<file path="config.mk">
export PLATFORM = sky130hd
export DESIGN_NAME = matmul_sequencer_flat
export DESIGN_NICKNAME = d
export VERILOG_FILES = /design/src/rtl/matmul_sequencer_if.sv /design/src/rtl/matmul_sequencer.sv /design/src/flat_wrapper.sv
export SDC_FILE = /design/constraint.sdc
export NUM_CORES = 1
export LEC_CHECK = 0
export ABC_AREA = 1
export CORE_MARGIN = 2
export CORE_UTILIZATION = 55
export CTS_CLUSTER_DIAMETER = 30
export CTS_CLUSTER_SIZE = 40
export DETAILED_ROUTE_END_ITERATION = 8
export DONT_BUFFER_PORTS = 1
export PLACE_DENSITY = 0.71
export SETUP_SLACK_MARGIN = 0.3
export SLEW_MARGIN = 20
export SYNTH_ARGS = -nofsm -noshare
export SYNTH_HDL_FRONTEND = slang
export SYNTH_SLANG_ARGS = --single-unit
</file>
<file path="constraint.sdc">
create_clock -name clk -period 1.5 [get_ports clk]
set_clock_uncertainty 0.05 [all_clocks]
set_input_delay 0.075 -clock clk [delete_from_list [all_inputs] [get_ports clk]]
set_output_delay 0.075 -clock clk [all_outputs]
set_load 0.05 [all_outputs]
</file>
<file path="src/rtl/matmul_sequencer_if.sv">
// Byte-stream bundle for matmul_sequencer: operand input stream and result output stream.
// The master side produces operand bytes and consumes result bytes.
interface matmul_sequencer_if;
  logic [7:0] in_data;
  logic       in_valid;
  logic       in_ready;
  logic [7:0] out_data;
  logic       out_valid;
  logic       out_ready;

  modport master (
    output in_data, in_valid, out_ready,
    input  in_ready, out_data, out_valid
  );

  modport slave (
    input  in_data, in_valid, out_ready,
    output in_ready, out_data, out_valid
  );
endinterface

</file>
<file path="src/rtl/matmul_sequencer.sv">
// Loads two operand bytes onto the 2x2-by-2x1 multiplier, waits out its latency,
// then returns the two 5-bit result rows as two output bytes.
module matmul_sequencer #(
  parameter int MULT_LATENCY = 1
) (
  input  logic                clk,
  input  logic                reset,
  matmul_sequencer_if.slave   bus,
  output logic [7:0]          mat1,
  output logic [7:0]          mat2,
  input  logic [9:0]          mat_out,
  output logic                busy
);
  typedef enum logic [2:0] {LOAD_A, LOAD_B, WAIT, SEND_LO, SEND_HI} state_t;

  localparam logic [2:0] LAT = 3'(MULT_LATENCY);

  state_t     state_q, state_d;
  logic [7:0] mat1_q, mat1_d;
  logic [7:0] mat2_q, mat2_d;
  logic [9:0] res_q, res_d;
  logic [2:0] cnt_q, cnt_d;

  always_ff @(posedge clk or posedge reset) begin
    if (reset) begin
      state_q <= LOAD_A;
      mat1_q  <= 8'h00;
      mat2_q  <= 8'h00;
      res_q   <= 10'h000;
      cnt_q   <= 3'd0;
    end else begin
      state_q <= state_d;
      mat1_q  <= mat1_d;
      mat2_q  <= mat2_d;
      res_q   <= res_d;
      cnt_q   <= cnt_d;
    end
  end

  // Handshake outputs depend on state only, never on the partner's valid/ready.
  always_comb begin
    state_d       = state_q;
    mat1_d        = mat1_q;
    mat2_d        = mat2_q;
    res_d         = res_q;
    cnt_d         = cnt_q;
    bus.in_ready  = 1'b0;
    bus.out_valid = 1'b0;
    bus.out_data  = 8'h00;
    case (state_q)
      LOAD_A: begin
        bus.in_ready = 1'b1;
        if (bus.in_valid) begin
          mat1_d  = bus.in_data;
          state_d = LOAD_B;
        end
      end
      LOAD_B: begin
        bus.in_ready = 1'b1;
        if (bus.in_valid) begin
          mat2_d  = {4'b0000, bus.in_data[3:0]};
          cnt_d   = 3'd0;
          state_d = WAIT;
        end
      end
      WAIT: begin
        // Count edges until the multiplier output reflects the new operands.
        if (cnt_q == LAT) begin
          res_d   = mat_out;
          cnt_d   = 3'd0;
          state_d = SEND_LO;
        end else begin
          cnt_d = cnt_q + 3'd1;
        end
      end
      SEND_LO: begin
        bus.out_valid = 1'b1;
        bus.out_data  = {3'b000, res_q[4:0]};
        if (bus.out_ready) state_d = SEND_HI;
      end
      SEND_HI: begin
        bus.out_valid = 1'b1;
        bus.out_data  = {3'b000, res_q[9:5]};
        if (bus.out_ready) state_d = LOAD_A;
      end
      default: state_d = LOAD_A;
    endcase
  end

  assign mat1 = mat1_q;
  assign mat2 = mat2_q;
  assign busy = (state_q != LOAD_A);
endmodule

</file>
<file path="src/flat_wrapper.sv">
// flat-port wrapper written by rule: the top's interface ports become plain ports
module matmul_sequencer_flat 
#(
  parameter int MULT_LATENCY = 1
)
  (clk, reset, mat1, mat2, mat_out, busy, bus_in_data, bus_in_valid, bus_out_ready, bus_in_ready, bus_out_data, bus_out_valid);
  matmul_sequencer_if bus_i ();
  input  logic clk;
  input  logic reset;
  output logic [7:0] mat1;
  output logic [7:0] mat2;
  input  logic [9:0] mat_out;
  output logic busy;
  input wire logic [$bits(bus_i.in_data)-1:0] bus_in_data;
  input wire logic [$bits(bus_i.in_valid)-1:0] bus_in_valid;
  input wire logic [$bits(bus_i.out_ready)-1:0] bus_out_ready;
  output wire logic [$bits(bus_i.in_ready)-1:0] bus_in_ready;
  output wire logic [$bits(bus_i.out_data)-1:0] bus_out_data;
  output wire logic [$bits(bus_i.out_valid)-1:0] bus_out_valid;
  assign bus_i.in_data = bus_in_data;
  assign bus_i.in_valid = bus_in_valid;
  assign bus_i.out_ready = bus_out_ready;
  assign bus_in_ready = bus_i.in_ready;
  assign bus_out_data = bus_i.out_data;
  assign bus_out_valid = bus_i.out_valid;
  matmul_sequencer #(.MULT_LATENCY(MULT_LATENCY)) u_core (.clk(clk), .reset(reset), .bus(bus_i), .mat1(mat1), .mat2(mat2), .mat_out(mat_out), .busy(busy));
endmodule
</file>
==> run metrics, run 1 <==
# DRC 0; H-tree level count 1; Core Box Area 0.00225 sq mm; mean post-synth cell area between 8 and 9 sq um; failing checks setup timing; setup violators final 30; CP Max Fanout 6; CTS root buf clkbuf_4; Total Routing Usage GR 28.0%; FF+latch area roughly 700 sq um; Cell Chain, Critical Path buf_4 -> buf_4 -> nor2_4 -> nand2_4 -> or2_4 -> o21ai_2; Clock Latency Late Sink approximately 0.34 ns; Syn Inst Count 151; total negative slack -1.84 ns; met3 global-route usage 5.93%; Tcrit/Tclk final 108%; yosys warns 0; Max Root-Sink Buffers 2; final wirelength 4.64 mm; Final ANT Viol Nets 0; non-filler instance count after layout 228; filler instances 72; PortBufs 0; Detail Placement HPWL 1.88 mm; endpoint class of the critical path flop; WL/cell 20.3 microns; Slew headroom 64.7%; Worst R2R Setup Slack -0.12 ns; die height 53.4 microns; Ports 49; R2R Path End u_core.res_q[0]; post-DR vias/cell 5.73; CP arrival roughly 1.8 ns; vias 1307; vias in the first global route approximately 1200; power per standard cell area 2490 mW/mm^2; setup slack after layout -0.120 ns; Reg-to-Reg Start u_core.state_q[0]; Initial Util 59.5%; CP top delay family simple AND/OR/NAND/NOR gates; cts bufs inserted 3; Final Critical Period roughly 1.6 ns; Worst path slowest cell dfrtp_2; met2 usage about half; CTS tree built; crit start category flop; footprint of the multi-input gates 691 sq um; # diodes 0; worst path buffer plus inverter count 2; global-route wire length before repair 5.47 mm; Core Rows 17; register area share after synthesis 52.2%; RSZ-0062 raised after global routing yes; initial antenna violation count 0; PnR Total Power around 5.2 mW; Nets 223; # clock sinks 28; drt initial violations 34; Slew Limit Fails 0; worst slew pin tran 0.529 ns; Placed Cells 183; area delta synth->final 57.1%; largest net degree at the start of global routing 21; Synth Register Bits 28; grt ovf 0; busiest metal layer after global routing met2; Hold Crit Class in -> async; Max Cap Viol 0; Die Width 53.4 microns; Hold Violations, Final 0; Max Fclk 617 MHz; GPL Wtd Cong 0.759; VDD IR max about 2.2 mV; max incr delay on CP around 0.47 ns; result of the run finished, violations left; met1 Use GR 35.2%; R2R depth 6; CTS clk-pin slew, worst paths about 0.16 ns; share of cells above drive strength 1 44.5%; WS Path Type reg -> reg; WP data required between 1.5 and 2 ns; die area 0.00285 sq mm; Cell Area, Synth around 0.0013 sq mm; crit-path most repeated cell buf_4; drt pass-1 iters 4; Synth cell types 22; Leakage around 1.0 nW
==> registers in the layout (all words and copies together), names as in the netlist <==
signal	cells
u_core.mat2	4
u_core.mat1	8
u_core.state_q	3
u_core.res_q	10
u_core.cnt_q	3
==> report_power, final <==
part           internal, mW  total (mW)  leakage (nW)  switching [mW]
clock network         0.270       0.508        0.0279           0.238
logic                  1.18        2.73         0.674            1.56
registers              1.10        2.00         0.345           0.896
==> layer usage <==
metal	vias up	wire length (microns)
li1	565	-
met5	-	0
met1	634	1650
met3	20	366
met4	0	191
met2	88	2430
==> per-stage QoR <==
| stage | utilization [%] | hold WS (ns) | worst slack [ns] | area (sq um) |
|---|---|---|---|---|
| after floorplan | - | 0.0902 | 0.196 | 1400 |
| after global placement | 65.4 | -0.124 | 0.160 | 1480 |
| after detailed placement | 65.4 | -0.115 | 0.113 | 1480 |
| after CTS | 88.4 | 0.0745 | -0.0871 | 1990 |
| after global routing | 93.5 | 0.104 | -0.179 | 2110 |
| final | 93.5 | 0.0759 | -0.120 | 2110 |
==> synth_stat cells <==
library cell   n  share of area [%]
xnor2_1        1               0.65
buf_6          2                1.7
nor2_4         1               0.84
o22ai_1        1               0.47
a22o_1         5                3.3
nand2_1       39                 11
inv_1         28                7.8
o21ai_1        1               0.37
xor2_1         1               0.65
nor2_1         3               0.84
o21ai_2       10                6.5
nand4_1        2               0.93
nand3_1        4                1.5
dfrtp_1       28                 52
buf_4          7                3.9
nand2_2        1               0.47
or2_4          1               0.65
conb_1         1               0.28
a21oi_1        1               0.37
buf_2          1               0.37
o21ai_0       12                4.5
nand3_2        1               0.75
==> worst register-to-register path, cell delays in order (launching register included) <==
cell and delay (ns):
dfrtp_2 0.47, buf_4 0.15, buf_4 0.14, nor2_4 0.15, nand2_4 0.11, or2_4 0.31, o21ai_2 0.18
==> placed cells by master, fill, tap and decap left out <==
cell type      count
o21ai_2           12
nand3_2            3
buf_12             7
inv_2              1
xor2_1             1
nand3_4            3
buf_8              2
o22ai_2            1
inv_1             24
or2_4              4
a22o_4             2
buf_4             10
nand2_2           21
nand4_1            2
nand2_8            1
dfrtp_1           25
dlygate4sd3_1     21
xnor2_1            1
clkbuf_4           3
nand2_1           15
inv_4              3
buf_6              5
a21oi_2            1
nand2_4            3
conb_1             7
o21ai_1           11
nor2_4             2
bufinv_16          1
a22o_1             3
dfrtp_2            3
nor2_1             1
nor2_2             1
==> what timing repair did <==
item / CTS / global route
gates cloned: 4 / 0
gates resized for setup: 44 / 20
setup endpoints to repair: 31 / 36
setup buffers: 11 / 5
pin swaps: 15 / 7
hold endpoints to repair: 56 / 0
hold buffers: 21 / 0
==> final cells by class <==
type	count	share of cell area, %
Inverter	28	5.34
Timing Repair Buffer	45	24.3
Multi-Input combinational cell	95	32.8
Clock inverter	1	1.43
Tap cell	28	1.66
Clock buffer	3	1.07
Sequential cell	28	33.4
==> how the worst max path moves through the flow <==
stage | startpoint | end | slack, ns | depth (start not counted)
4_1_cts | u_core.state_q[0] | bus_out_data[4] | -0.09 | 5
3_3_place_gp | u_core.state_q[2] | u_core.res_q[0] | 0.16 | 5
6_report | u_core.state_q[0] | u_core.res_q[0] | -0.12 | 6
5_1_grt | u_core.state_q[0] | bus_out_data[3] | -0.18 | 5
3_5_place_dp | u_core.state_q[2] | u_core.res_q[1] | 0.11 | 5
2_1_floorplan | u_core.state_q[1] | bus_out_data[0] | 0.20 | 4
==> cells by family after synthesis <==
logic type	count (synthesis)	share of synthesized area (%)
AO/OA/AOI/OAI	30	15.5
XOR/XNOR	2	1.31
buffers and inverters	38	13.8
flip-flops	28	52.2
other	1	0.280
AND/OR/NAND/NOR	52	16.9
(Power assumes the default switching activity.)
==> run 2: changes to the inputs <==
--- a/config.mk
+++ b/config.mk
@@ -6,13 +6,13 @@
 export NUM_CORES = 1
 export LEC_CHECK = 0
 export ABC_AREA = 1
+export BUFFER_PORTS_ARGS = -buffer_cell sky130_fd_sc_hd__buf_2
 export CORE_MARGIN = 2
-export CORE_UTILIZATION = 55
+export CORE_UTILIZATION = 45
 export CTS_CLUSTER_DIAMETER = 30
 export CTS_CLUSTER_SIZE = 40
 export DETAILED_ROUTE_END_ITERATION = 8
-export DONT_BUFFER_PORTS = 1
-export PLACE_DENSITY = 0.71
+export PLACE_DENSITY = 0.75
 export SETUP_SLACK_MARGIN = 0.3
 export SLEW_MARGIN = 20
 export SYNTH_ARGS = -nofsm -noshare
==> run 2 against run 1 <==
The flow finishes with violations (DRC, setup timing). Via count up 4.0%. Count of clock-buffer cells in the layout up 1. Critical path depth down 1. Utilization down 16 points. Total power down 5.1%. Die area up 20%. Critical path type is now reg -> out.
==> run metrics, run 2 (synthesis gave the netlist of run 1 again) <==
result of the run finished, violations left (unchanged); failing checks DRC, setup timing (was setup timing); Hold Violations, Final 0 (unchanged); # clock sinks 28 (unchanged); Max Fclk 637 MHz (was 617 MHz); Clock Latency Late Sink 0.34 ns (about the same); Total Routing Usage GR 24.4% (was 28.0%); RSZ-0062 raised after global routing yes (unchanged); global-route wire length before repair 6.25 mm (was 5.47 mm); Hold Crit Class in -> reg (was in -> async); Hold Crit Start bus_in_valid; Reg-to-Reg Start u_core.state_q[0] (unchanged); Placed Area 0.00157 sq mm (was 0.00148 sq mm); Slew Limit Fails 0 (unchanged); Initial Util 47.8% (was 59.5%); max FFs per register 10 (unchanged); Max Cap Viol 0 (unchanged); Critical Path Source u_core.state_q[0] (unchanged); Ports 49 (unchanged); drt pass-1 iters 6 (was 4); # DRC 1 (was 0); vias in the first global route 1357 (was 1169); Max Root-Sink Buffers 2 (unchanged); CTS clk-pin slew, worst paths 0.14 ns (was 0.16 ns); WL/cell 15.8 microns (was 20.3 microns); setup violators final 6 (was 30); WS Path Type reg -> out (was reg -> reg); Core Rows 19 (was 17); post-place setup slack 0.100 ns (was 0.113 ns); Final ANT Viol Nets 0 (unchanged); GPL Wtd Cong 0.854 (was 0.759); CP arrival 1.45 ns (was 1.84 ns); Core Box Area 0.00281 sq mm (was 0.00225 sq mm); most flop-heavy register u_core.res_q (unchanged); setup slack after layout -0.0700 ns (was -0.120 ns); VDD IR max 1.29 mV (was 2.22 mV); most common cell after layout, fill and taps aside buf_2 (was dfrtp_1); H-tree level count 1 (unchanged); CTS tree built (unchanged); largest net degree at the start of global routing 29 (was 21); vias 1359 (was 1307); share of cells above drive strength 1 49.8% (was 44.5%); die height 58.6 microns (was 53.4 microns); CTS root buf clkbuf_4 (unchanged); worst hold slack 0.0680 ns (was 0.0759 ns); die area 0.00343 sq mm (was 0.00285 sq mm); Final Critical Period 1.57 ns (was 1.62 ns); initial antenna violation count 0 (unchanged); power per standard cell area 2300 mW/mm^2 (was 2490 mW/mm^2); Die Width 58.6 microns (was 53.4 microns); drt initial violations 54 (was 34); cts bufs inserted 3 (unchanged); Nets 254 (was 223); post-DR vias/cell 5.19 (was 5.73); grt ovf 0 (unchanged); area delta synth->final 61.0% (was 57.1%); Leakage 1.13 nW (was 1.05 nW); # diodes 0 (unchanged); PortBufs 41 (was 0); final wirelength 4.15 mm (was 4.64 mm); crit start category flop (unchanged); final instance area 0.00216 sq mm (was 0.00211 sq mm); CP Max Fanout 6 (unchanged); Detail Placement HPWL 2.03 mm (was 1.88 mm); Core Util, Final 77.0% (was 93.5%); WP data required 1.37 ns (was 1.72 ns); most frequent cells in the layout buf_2 (33), dfrtp_1 (25), inv_1 (24) (was dfrtp_1 (25), inv_1 (24), nand2_2 (21), dlygate4sd3_1 (21), nand2_1 (15)); Tcrit/Tclk final 105% (was 108%); endpoint class of the critical path output pin (was flop)
run 2: layer usage:
metal	GRT usage, %	up-vias	wire [microns]	share of wire (%)
met3	3.30	12	177	4.3
met5	0	-	0	0
met1	30.9	675	1670	40
met4	9.42	0	102	2.5
li1	-	622	-	-
met2	42.5	50	2200	53
run 2: worst paths after layout:
check                                    endpoint  slack [ns]  cells after the start
min in group asynchronous         u_core.res_q[1]        0.27                      4
worst min-delay path               u_core.mat2[2]        0.07                      3
max in group asynchronous       u_core.state_q[0]        0.84                      4
worst max register to register     u_core.mat1[3]       -0.02                      7
worst min register to register     u_core.mat2[2]        0.46                      2
worst max-delay path              bus_out_data[1]       -0.07                      5
run 2: worst max-delay path, cell delays in order, from the launching register on:
cell and delay [ns]:
dfrtp_2 0.47, nor2_2 0.12, nand2_1 0.08, inv_2 0.11
a22o_1 0.17, buf_6 0.16
run 2: report_power, final:
part,internal [mW],leakage (nW),total [mW],switching (mW)
registers,1.11,0.345,1.41,0.297
clock network,0.149,0.0210,0.375,0.226
logic,1.14,0.764,3.19,2.05
total,2.40,1.13,4.97,2.57
run 2: area by class of cell:
class | count | area, sq um
well taps | 31 | 38.8
inverters | 28 | 110
repair buffers | 75 | 587
fillers | 162 | 646
flip-flops and latches | 28 | 704
multi-input cells | 96 | 683
clock buffers | 4 | 36.3
run 2: per-stage QoR:
stage               total power [mW]  setup TNS, ns  cells
global placement                3.45              0    220
finish                          4.97         -0.311    262
global route                    5.22         -0.909    262
detailed placement              3.54              0    220
floorplan                       3.10              0    157
CTS                             4.54         -0.199    257
run 2: timing repair:
| item | CTS | global route |
|---|---|---|
| buffers inserted | 9 | 4 |
| pin swaps | 13 | 8 |
| gates resized for setup | 42 | 28 |
| hold buffers | 20 | 0 |
| hold endpoints to repair | 51 | 0 |
| setup endpoints to repair | 30 | 36 |
| gates cloned | 4 | 1 |
